`src/rtl/instruction_decoder_seq.sv`:
```
`default_nettype none
// ============================================================================
// Module   : instruction_decoder_seq
// Brief    : Registered microsequencer instruction decoder with tracked stack
//            pointer, two-cycle POP and multi-cycle sequencer reset.
// Revision : 1.0 - initial release
// ============================================================================

module instruction_decoder_seq #(
    parameter logic [2:0] DECODER_ID  = 3'b010,
    parameter int         STACK_DEPTH = 8,
    parameter int         RST_CYCLES  = 2
) (
    input  logic       clk,
    input  logic       rst_n,
    input  logic [2:0] id,
    input  logic [4:0] instr_in,
    input  logic       cc_in,
    input  logic       instr_en,
    output logic       cen,
    output logic       rst,
    output logic       oen,
    output logic       inc,
    output logic       rsel,
    output logic       rce,
    output logic       pc_mux_sel,
    output logic       push,
    output logic       pop,
    output logic       src_sel,
    output logic       stack_we,
    output logic       stack_re,
    output logic       out_ce,
    output logic [1:0] a_mux_sel,
    output logic [1:0] b_mux_sel,
    output logic [3:0] sp,
    output logic       stack_full,
    output logic       stack_empty,
    output logic       busy,
    output logic       err
);

    typedef struct packed {
        logic       cen;
        logic       rst;
        logic       oen;
        logic       inc;
        logic       rsel;
        logic       rce;
        logic       pc_mux_sel;
        logic       push;
        logic       pop;
        logic       src_sel;
        logic       stack_we;
        logic       stack_re;
        logic       out_ce;
        logic [1:0] a_mux_sel;
        logic [1:0] b_mux_sel;
        logic       busy;
        logic       err;
    } ctrl_t;

    localparam ctrl_t c_IDLE = ctrl_t'({13'b0, 2'b10, 2'b10, 2'b00});

    localparam logic [4:0] c_OP_FETCH_PC = 5'b01000;
    localparam logic [4:0] c_OP_FETCH_RD = 5'b01001;
    localparam logic [4:0] c_OP_LOAD_R   = 5'b01010;
    localparam logic [4:0] c_OP_PUSH_PC  = 5'b01011;
    localparam logic [4:0] c_OP_POP      = 5'b01100;
    localparam logic [4:0] c_OP_CJP      = 5'b01101;
    localparam logic [4:0] c_OP_RESET    = 5'b01110;

    localparam logic [1:0] c_ST_DECODE   = 2'd0;
    localparam logic [1:0] c_ST_POP2     = 2'd1;
    localparam logic [1:0] c_ST_RST_HOLD = 2'd2;

    localparam logic [3:0] c_SP_FULL = 4'(STACK_DEPTH);
    // A single-cycle reset needs no hold state at all.
    localparam logic [1:0] c_ST_AFTER_RST = (RST_CYCLES > 1) ? c_ST_RST_HOLD : c_ST_DECODE;
    localparam logic [3:0] c_RST_CNT_INIT = (RST_CYCLES > 1) ? 4'(RST_CYCLES - 2) : 4'd0;

    ctrl_t      r_ctrl;
    logic [1:0] r_state;
    logic [3:0] r_sp;
    logic [3:0] r_rst_cnt;

    ctrl_t      w_nxt;
    logic [1:0] w_state_nxt;
    logic [3:0] w_sp_nxt;
    logic [3:0] w_rst_cnt_nxt;
    logic       w_full;
    logic       w_empty;

    assign w_full  = (r_sp == c_SP_FULL);
    assign w_empty = (r_sp == 4'd0);

    always_comb begin
        w_nxt         = c_IDLE;
        w_state_nxt   = c_ST_DECODE;
        w_sp_nxt      = r_sp;
        w_rst_cnt_nxt = r_rst_cnt;

        // A deselected slot idles and abandons any sequence in flight.
        if (id == DECODER_ID) begin
            case (r_state)
                c_ST_POP2: begin
                    w_nxt.pop        = 1'b1;
                    w_nxt.src_sel    = 1'b1;
                    w_nxt.pc_mux_sel = 1'b1;
                    w_nxt.oen        = 1'b1;
                    w_nxt.busy       = 1'b1;
                    if (!w_empty) begin
                        w_sp_nxt = r_sp - 4'd1;
                    end
                end
                c_ST_RST_HOLD: begin
                    w_nxt.rst  = 1'b1;
                    w_nxt.busy = 1'b1;
                    w_sp_nxt   = 4'd0;
                    if (r_rst_cnt != 4'd0) begin
                        w_state_nxt   = c_ST_RST_HOLD;
                        w_rst_cnt_nxt = r_rst_cnt - 4'd1;
                    end
                end
                default: begin
                    // The edge that closes the last busy cycle still discards its inputs.
                    if (!r_ctrl.busy) begin
                        if (instr_en) begin
                            w_nxt.oen = 1'b1;
                        end else begin
                            case (instr_in)
                                c_OP_FETCH_PC: begin
                                    w_nxt.out_ce     = 1'b1;
                                    w_nxt.rsel       = 1'b1;
                                    w_nxt.rce        = 1'b1;
                                    w_nxt.oen        = 1'b1;
                                    w_nxt.pc_mux_sel = 1'b1;
                                    w_nxt.inc        = 1'b1;
                                    w_nxt.b_mux_sel  = 2'b00;
                                end
                                c_OP_FETCH_RD: begin
                                    w_nxt.out_ce     = 1'b1;
                                    w_nxt.rsel       = 1'b1;
                                    w_nxt.rce        = 1'b1;
                                    w_nxt.cen        = 1'b1;
                                    w_nxt.oen        = 1'b1;
                                    w_nxt.pc_mux_sel = 1'b1;
                                    w_nxt.inc        = 1'b1;
                                    w_nxt.a_mux_sel  = 2'b00;
                                    w_nxt.b_mux_sel  = 2'b11;
                                end
                                c_OP_LOAD_R: begin
                                    w_nxt.rce        = 1'b1;
                                    w_nxt.oen        = 1'b1;
                                    w_nxt.pc_mux_sel = 1'b1;
                                    w_nxt.inc        = 1'b1;
                                    w_nxt.b_mux_sel  = 2'b00;
                                end
                                c_OP_PUSH_PC: begin
                                    w_nxt.rce        = 1'b1;
                                    w_nxt.oen        = 1'b1;
                                    w_nxt.pc_mux_sel = 1'b1;
                                    w_nxt.inc        = 1'b1;
                                    w_nxt.b_mux_sel  = 2'b00;
                                    if (!w_full) begin
                                        w_nxt.push     = 1'b1;
                                        w_nxt.stack_we = 1'b1;
                                        w_sp_nxt       = r_sp + 4'd1;
                                    end else begin
                                        w_nxt.err = 1'b1;
                                    end
                                end
                                c_OP_POP: begin
                                    w_nxt.oen = 1'b1;
                                    if (w_empty) begin
                                        w_nxt.err = 1'b1;
                                    end else begin
                                        w_nxt.stack_re = 1'b1;
                                        w_nxt.busy     = 1'b1;
                                        w_state_nxt    = c_ST_POP2;
                                    end
                                end
                                c_OP_CJP: begin
                                    w_nxt.oen = 1'b1;
                                    if (cc_in) begin
                                        w_nxt.src_sel = 1'b1;
                                        w_nxt.out_ce  = 1'b1;
                                    end else begin
                                        w_nxt.pc_mux_sel = 1'b1;
                                        w_nxt.inc        = 1'b1;
                                    end
                                end
                                c_OP_RESET: begin
                                    w_nxt.rst     = 1'b1;
                                    w_nxt.busy    = 1'b1;
                                    w_sp_nxt      = 4'd0;
                                    w_state_nxt   = c_ST_AFTER_RST;
                                    w_rst_cnt_nxt = c_RST_CNT_INIT;
                                end
                                default: begin
                                    w_nxt = c_IDLE;
                                end
                            endcase
                        end
                    end
                end
            endcase
        end
    end

    always_ff @(posedge clk or negedge rst_n) begin
        if (!rst_n) begin
            r_ctrl    <= c_IDLE;
            r_state   <= c_ST_DECODE;
            r_sp      <= 4'd0;
            r_rst_cnt <= 4'd0;
        end else begin
            r_ctrl    <= w_nxt;
            r_state   <= w_state_nxt;
            r_sp      <= w_sp_nxt;
            r_rst_cnt <= w_rst_cnt_nxt;
        end
    end

    assign cen         = r_ctrl.cen;
    assign rst         = r_ctrl.rst;
    assign oen         = r_ctrl.oen;
    assign inc         = r_ctrl.inc;
    assign rsel        = r_ctrl.rsel;
    assign rce         = r_ctrl.rce;
    assign pc_mux_sel  = r_ctrl.pc_mux_sel;
    assign push        = r_ctrl.push;
    assign pop         = r_ctrl.pop;
    assign src_sel     = r_ctrl.src_sel;
    assign stack_we    = r_ctrl.stack_we;
    assign stack_re    = r_ctrl.stack_re;
    assign out_ce      = r_ctrl.out_ce;
    assign a_mux_sel   = r_ctrl.a_mux_sel;
    assign b_mux_sel   = r_ctrl.b_mux_sel;
    assign busy        = r_ctrl.busy;
    assign err         = r_ctrl.err;
    assign sp          = r_sp;
    assign stack_full  = w_full;
    assign stack_empty = w_empty;

endmodule

`default_nettype wire

```
`config.mk`:
```
export PLATFORM = sky130hd
export DESIGN_NAME = instruction_decoder_seq
export DESIGN_NICKNAME = d
export VERILOG_FILES = /design/src/rtl/instruction_decoder_seq.sv
export SDC_FILE = /design/constraint.sdc
export NUM_CORES = 1
export LEC_CHECK = 0
export ABC_AREA = 1
export CAP_MARGIN = 25
export CELL_PAD_IN_SITES_DETAIL_PLACEMENT = 1
export CELL_PAD_IN_SITES_GLOBAL_PLACEMENT = 1
export CORE_ASPECT_RATIO = 1.4
export CORE_MARGIN = 1
export CORE_UTILIZATION = 30
export CTS_CLUSTER_DIAMETER = 200
export DETAILED_ROUTE_END_ITERATION = 8
export PLACE_DENSITY = 0.8
export SYNTH_ARGS = -nofsm -noshare
export SYNTH_HDL_FRONTEND = slang
export SYNTH_SLANG_ARGS = --single-unit
```
`constraint.sdc`:
```
create_clock -name clk -period 1.68 [get_ports clk]
set_input_delay 0.168 -clock clk [delete_from_list [all_inputs] [get_ports clk]]
set_output_delay 0.168 -clock clk [all_outputs]
set_load 0.02 [all_outputs]
```
* Word-level counts from Yosys, hierarchy flattened
Cells that the tools add are included.
** Storage, ports and cells
- Bits in registers :: 29
- Output and inout port bits :: 25
- Word-level logic and storage cells :: 106
** Cells by class
- Add/subtract/negate cells :: 3
- Equal/unequal tests :: 18
- Muxes and demuxes :: 53
- Bitwise logic cells :: 1
- Reductions and logical operators :: 11
** Operator list (count)
- 19-bit two-way mux :: 2
- 5-bit by 4-bit equality test with 1-bit output, second input constant :: 7
- 4-bit two-way mux :: 8
- 4-bit one-hot mux with 2 select lines :: 3
- 1-bit two-way mux :: 20
- 16-bit two-way mux :: 1
- 2-bit one-hot mux with 2 select lines :: 4
- 1-bit one-hot mux with 2 select lines :: 7
- 2-bit two-way mux :: 6
- 6-bit AND reduction :: 2
- 4-bit nonzero test :: 2
- 4-bit by 1-bit subtractor with 4-bit output, second input constant :: 2
- 7-bit two-way mux :: 1
- 3-bit by 1-bit != test with 1-bit output, second input constant :: 2
- 6-bit OR reduction :: 1
- 4-bit by 1-bit adder with 4-bit output, second input constant :: 1
- 4-bit equality test, second input constant :: 1
- 4-bit zero test :: 1
- 2-bit by 1-bit != test with 1-bit output, second input constant :: 2
- 2-bit != test, second input constant :: 2
- 4-bit != test, second input constant :: 1
- 2-bit OR reduction :: 2
- 4-bit OR reduction :: 1
- 3-bit by 2-bit equality test with 1-bit output, second input constant :: 1
- 6 further kinds :: 6

* Logic depth before layout (Yosys ltp)
- Depth in word-level cells :: 7
- Gate-level depth with buffers :: 11

* Worst setup path after synthesis
No wires, ideal clock.
- Path kind :: flip-flop to flip-flop
- Start :: reg r_sp[0], in the netlist sp[0]
- End :: reg r_ctrl (netlist bit busy)
- Data arrival time :: 1.475 ns
- Required time :: 1.549 ns
- Setup slack :: 0.075 ns
- Stages on the path, launching flop included :: 8
- Path buffers :: 0
- Clock period less this slack :: 1.605 ns
- Cell sequence :: dfrtp_1 -> inv_1 -> ha_1 -> nand2_1 -> nor2_1 -> nor2_1 -> nand2_1 -> a21oi_1
** RTL lines
- start, declared :: line 83 : logic [3:0] r_sp;
- start signal, assigned :: line 219 : r_sp <= w_sp_nxt;
- end signal, assigned :: line 212 : r_ctrl <= c_IDLE;
- end signal, assigned :: line 217 : r_ctrl <= w_nxt;
- end, declared :: line 81 : ctrl_t r_ctrl;

* Final worst setup path
- Start :: reg r_sp[1], in the netlist sp[1]
- End :: out stack_full
** On the way
- Longest elaborated chain between the ends :: 1
** RTL lines
- 4-bit equality test :: line 93 : assign w_full = (r_sp == c_SP_FULL);
- end, declared :: line 36 : output logic stack_full,
No other way between the ends.

==> metrics <==
final hold vios 0; Post-synth ARST share 100.0%; GR Util All Layers 16.10%; Antenna Cells 0; CTS Buffer Depth 2; share of layout cells above drive strength 1 14.41%; Setup Skew 0.003094 ns; count of pins over their slew limit 0; root buf cell clkbuf_8; most numerous cell in the Yosys netlist nand2_1; Switching Fraction 23.00%; crit end category primary output; Buffers on Ports 35; Pre-antenna DRT Iters 3; R2R Path End sp[0]$_DFFE_PN0P_; Crit path top cell by count inv_1; Flop pwr share 47.3%; Post-DP HPWL 2842 um; GP Congestion 0.8157; P_int 1.035 mW; setup violators final 0; core outline area 4644 um^2; Initial Util 31.84%; Yosys top cell area share 40.61%; Mapped Nets 205; clock sinks 26; Initial DRC Count 13; status finished, final reports clean; Final Util 43.43%; most area-hungry cell type in the Yosys netlist dfrtp_1; DR DRC count 0; # IOs 37; CP max-delay cell dfrtp_1; first-pass GRT wire length 6437 um; total CTS buffers 3; WHS 0.2618 ns; Max-cap violations 0; Final nets 250; Yosys warning total 0; ANT nets after route 0; crit start category flip-flop; CP Max Fanout 3; H-tree levels 1; CP startpoint sp[1]$_DFFE_PN0P_; Vias per Instance 4.509; DRT Wirelength 3612 um; Vias 1312; top cells by count, synth nand2_1 (37), inv_1 (29), dfrtp_1 (24); Hold-fix buffers, CTS 0; post-synth cell types 28; total grt overflow 0; Pleak 0.9655 nW; area grow syn2layout 36.38%; CP peak stage delay 0.39 ns; Hold WC Path Type input pin to asynchronous set/reset pin; Critical Path RT 1.51 ns; vias in the first global route 1428; Syn Std Cell Area 1479 um^2; die height 85.08 um; Post-synth EDFFs 0; syn_area_per_cell 7.994 um^2; register area share after synthesis 44.16%; setup ws final 0.05841 ns; RSZ-0062 raised after global routing no; Clock Latency Late Sink 0.26 ns; synthesized instance count 185; most area-consuming cells after synthesis dfrtp_1 (41%), nand2_1 (9.4%), inv_1 (7.4%); initial antenna violation count 0; setup repair bufs after CTS 0; combinational fraction of design power 14.9%; Reg-to-Reg Start sp[1]$_DFFE_PN0P_; crit share post-route 96.52%; Net Sw Power 0.3092 mW; fill count 594; clock network power share 37.9%; PD cells 666.5 nW/um^2; setup TNS 0 ns; FF-to-FF path depth 8; pre-CTS setup slack 0.03154 ns; Std-Cell Rows 29; Critical Path End stack_full; min cycle time layout 1.622 ns; Avg WL per Cell 12.41 um; critical path class flip-flop to primary output; TritonCTS clock tree done; clk slew on worst S/H paths 0.09 ns; area of the die 5219 um^2; predominant post-synthesis flop cell dfrtp_1; largest net degree at the start of global routing 27; Worst Path Arrival 1.45 ns; crit path cell chain inv_1, ha_1, nand3_2, inv_1, clkdlybuf4s15_1; Max Clk Rate 616.7 MHz; Peak VDD IR 326.4 uV; die extent in x 61.34 um; FF-to-FF setup slack 0.19 ns; Seq cells post-synth 26
## layer usage
metal  global-route usage [%]  vias to the layer above  share of wire [%]
li1                         -                      662                  -
met1                    18.95                      625                 43
met2                    29.84                       23                 54
met3                    1.372                        2                1.9
met4                    4.444                        0               0.94
met5                        0                        -                  0
## cell type report
type	instances	area (um^2)	area share [%]
clock buffers	3	41.29	2.047
clock inverters	1	30.03	1.489
inverters	32	120.1	5.955
repair buffers	44	412.9	20.47
flip-flops and latches	26	654.4	32.44
well taps	62	77.57	3.846
multi-input cells	123	680.7	33.75
## critical path: cells and delay by family (launching register included)
kind / cells / cell delay [ns]
buffers and inverters: 3 / 0.47
DFF: 1 / 0.39
adders and majority gates: 1 / 0.21
and+or+nand+nor: 1 / 0.11
## how the worst min path moves through the flow
stage	startpoint	endpoint	cells after the start
finish	rst_n	sp[0]$_DFFE_PN0P_	2
global route	rst_n	sp[0]$_DFFE_PN0P_	2
CTS	rst_n	sp[0]$_DFFE_PN0P_	2
detailed placement	r_rst_cnt[1]$_DFFE_PN0P_	r_rst_cnt[1]$_DFFE_PN0P_	2
global placement	r_rst_cnt[1]$_DFFE_PN0P_	r_rst_cnt[1]$_DFFE_PN0P_	2
floorplan	rst_n	busy$_DFF_PN0_	0
## per-stage QoR
stage	power [mW]	std cells	cell area, um^2
after floorplan	0.7469	185	1479
after global placement	0.8468	287	1947
after detailed placement	0.8529	287	1947
after CTS	1.360	291	2016
after global routing	1.409	291	2017
final	1.344	291	2017
## cells in the final DEF, fill, tap and decap left out, types with 3 or more instances in the layout
master,Yosys,final
ha_1,8,7
nor2_1,20,20
dfrtp_1,24,23
inv_2,3,3
o21ai_1,4,4
nor2_2,3,3
inv_1,29,29
buf_4,3,9
nand2_1,37,37
nand3_1,13,13
a21oi_1,9,9
nand4_1,4,4
o21ai_0,4,4
clkbuf_8,0,3
nor3_1,5,5
clkdlybuf4s50_1,0,33
## power by group through the flow
| stage | Clock [mW] | Sequential [mW] | Combinational (mW) |
|---|---|---|---|
| 6_report | 0.509 | 0.635 | 0.200 |
| 3_3_place_gp | 0 | 0.647 | 0.200 |
| 3_5_place_dp | 0 | 0.648 | 0.205 |
| 5_1_grt | 0.551 | 0.636 | 0.222 |
| 4_1_cts | 0.521 | 0.636 | 0.204 |
| 2_1_floorplan | 0 | 0.660 | 0.0873 |
## repair_timing
action | 4_1_cts | 5_1_grt
gates cloned | 0 | 0
setup endpoints to repair | 2 | 8
resized for setup | 2 | 5
## cell families after synthesis
group,count (synthesis),share of synthesized area [%]
and+or+nand+nor,91,29.27
buffers and inverters,36,9.982
DFF,26,44.16
AOI/OAI and AO/OA,20,7.784
adders and majority gates,8,6.768
xor gates and xnor gates,3,1.777
other,1,0.2536
(Power assumes the default switching activity.)
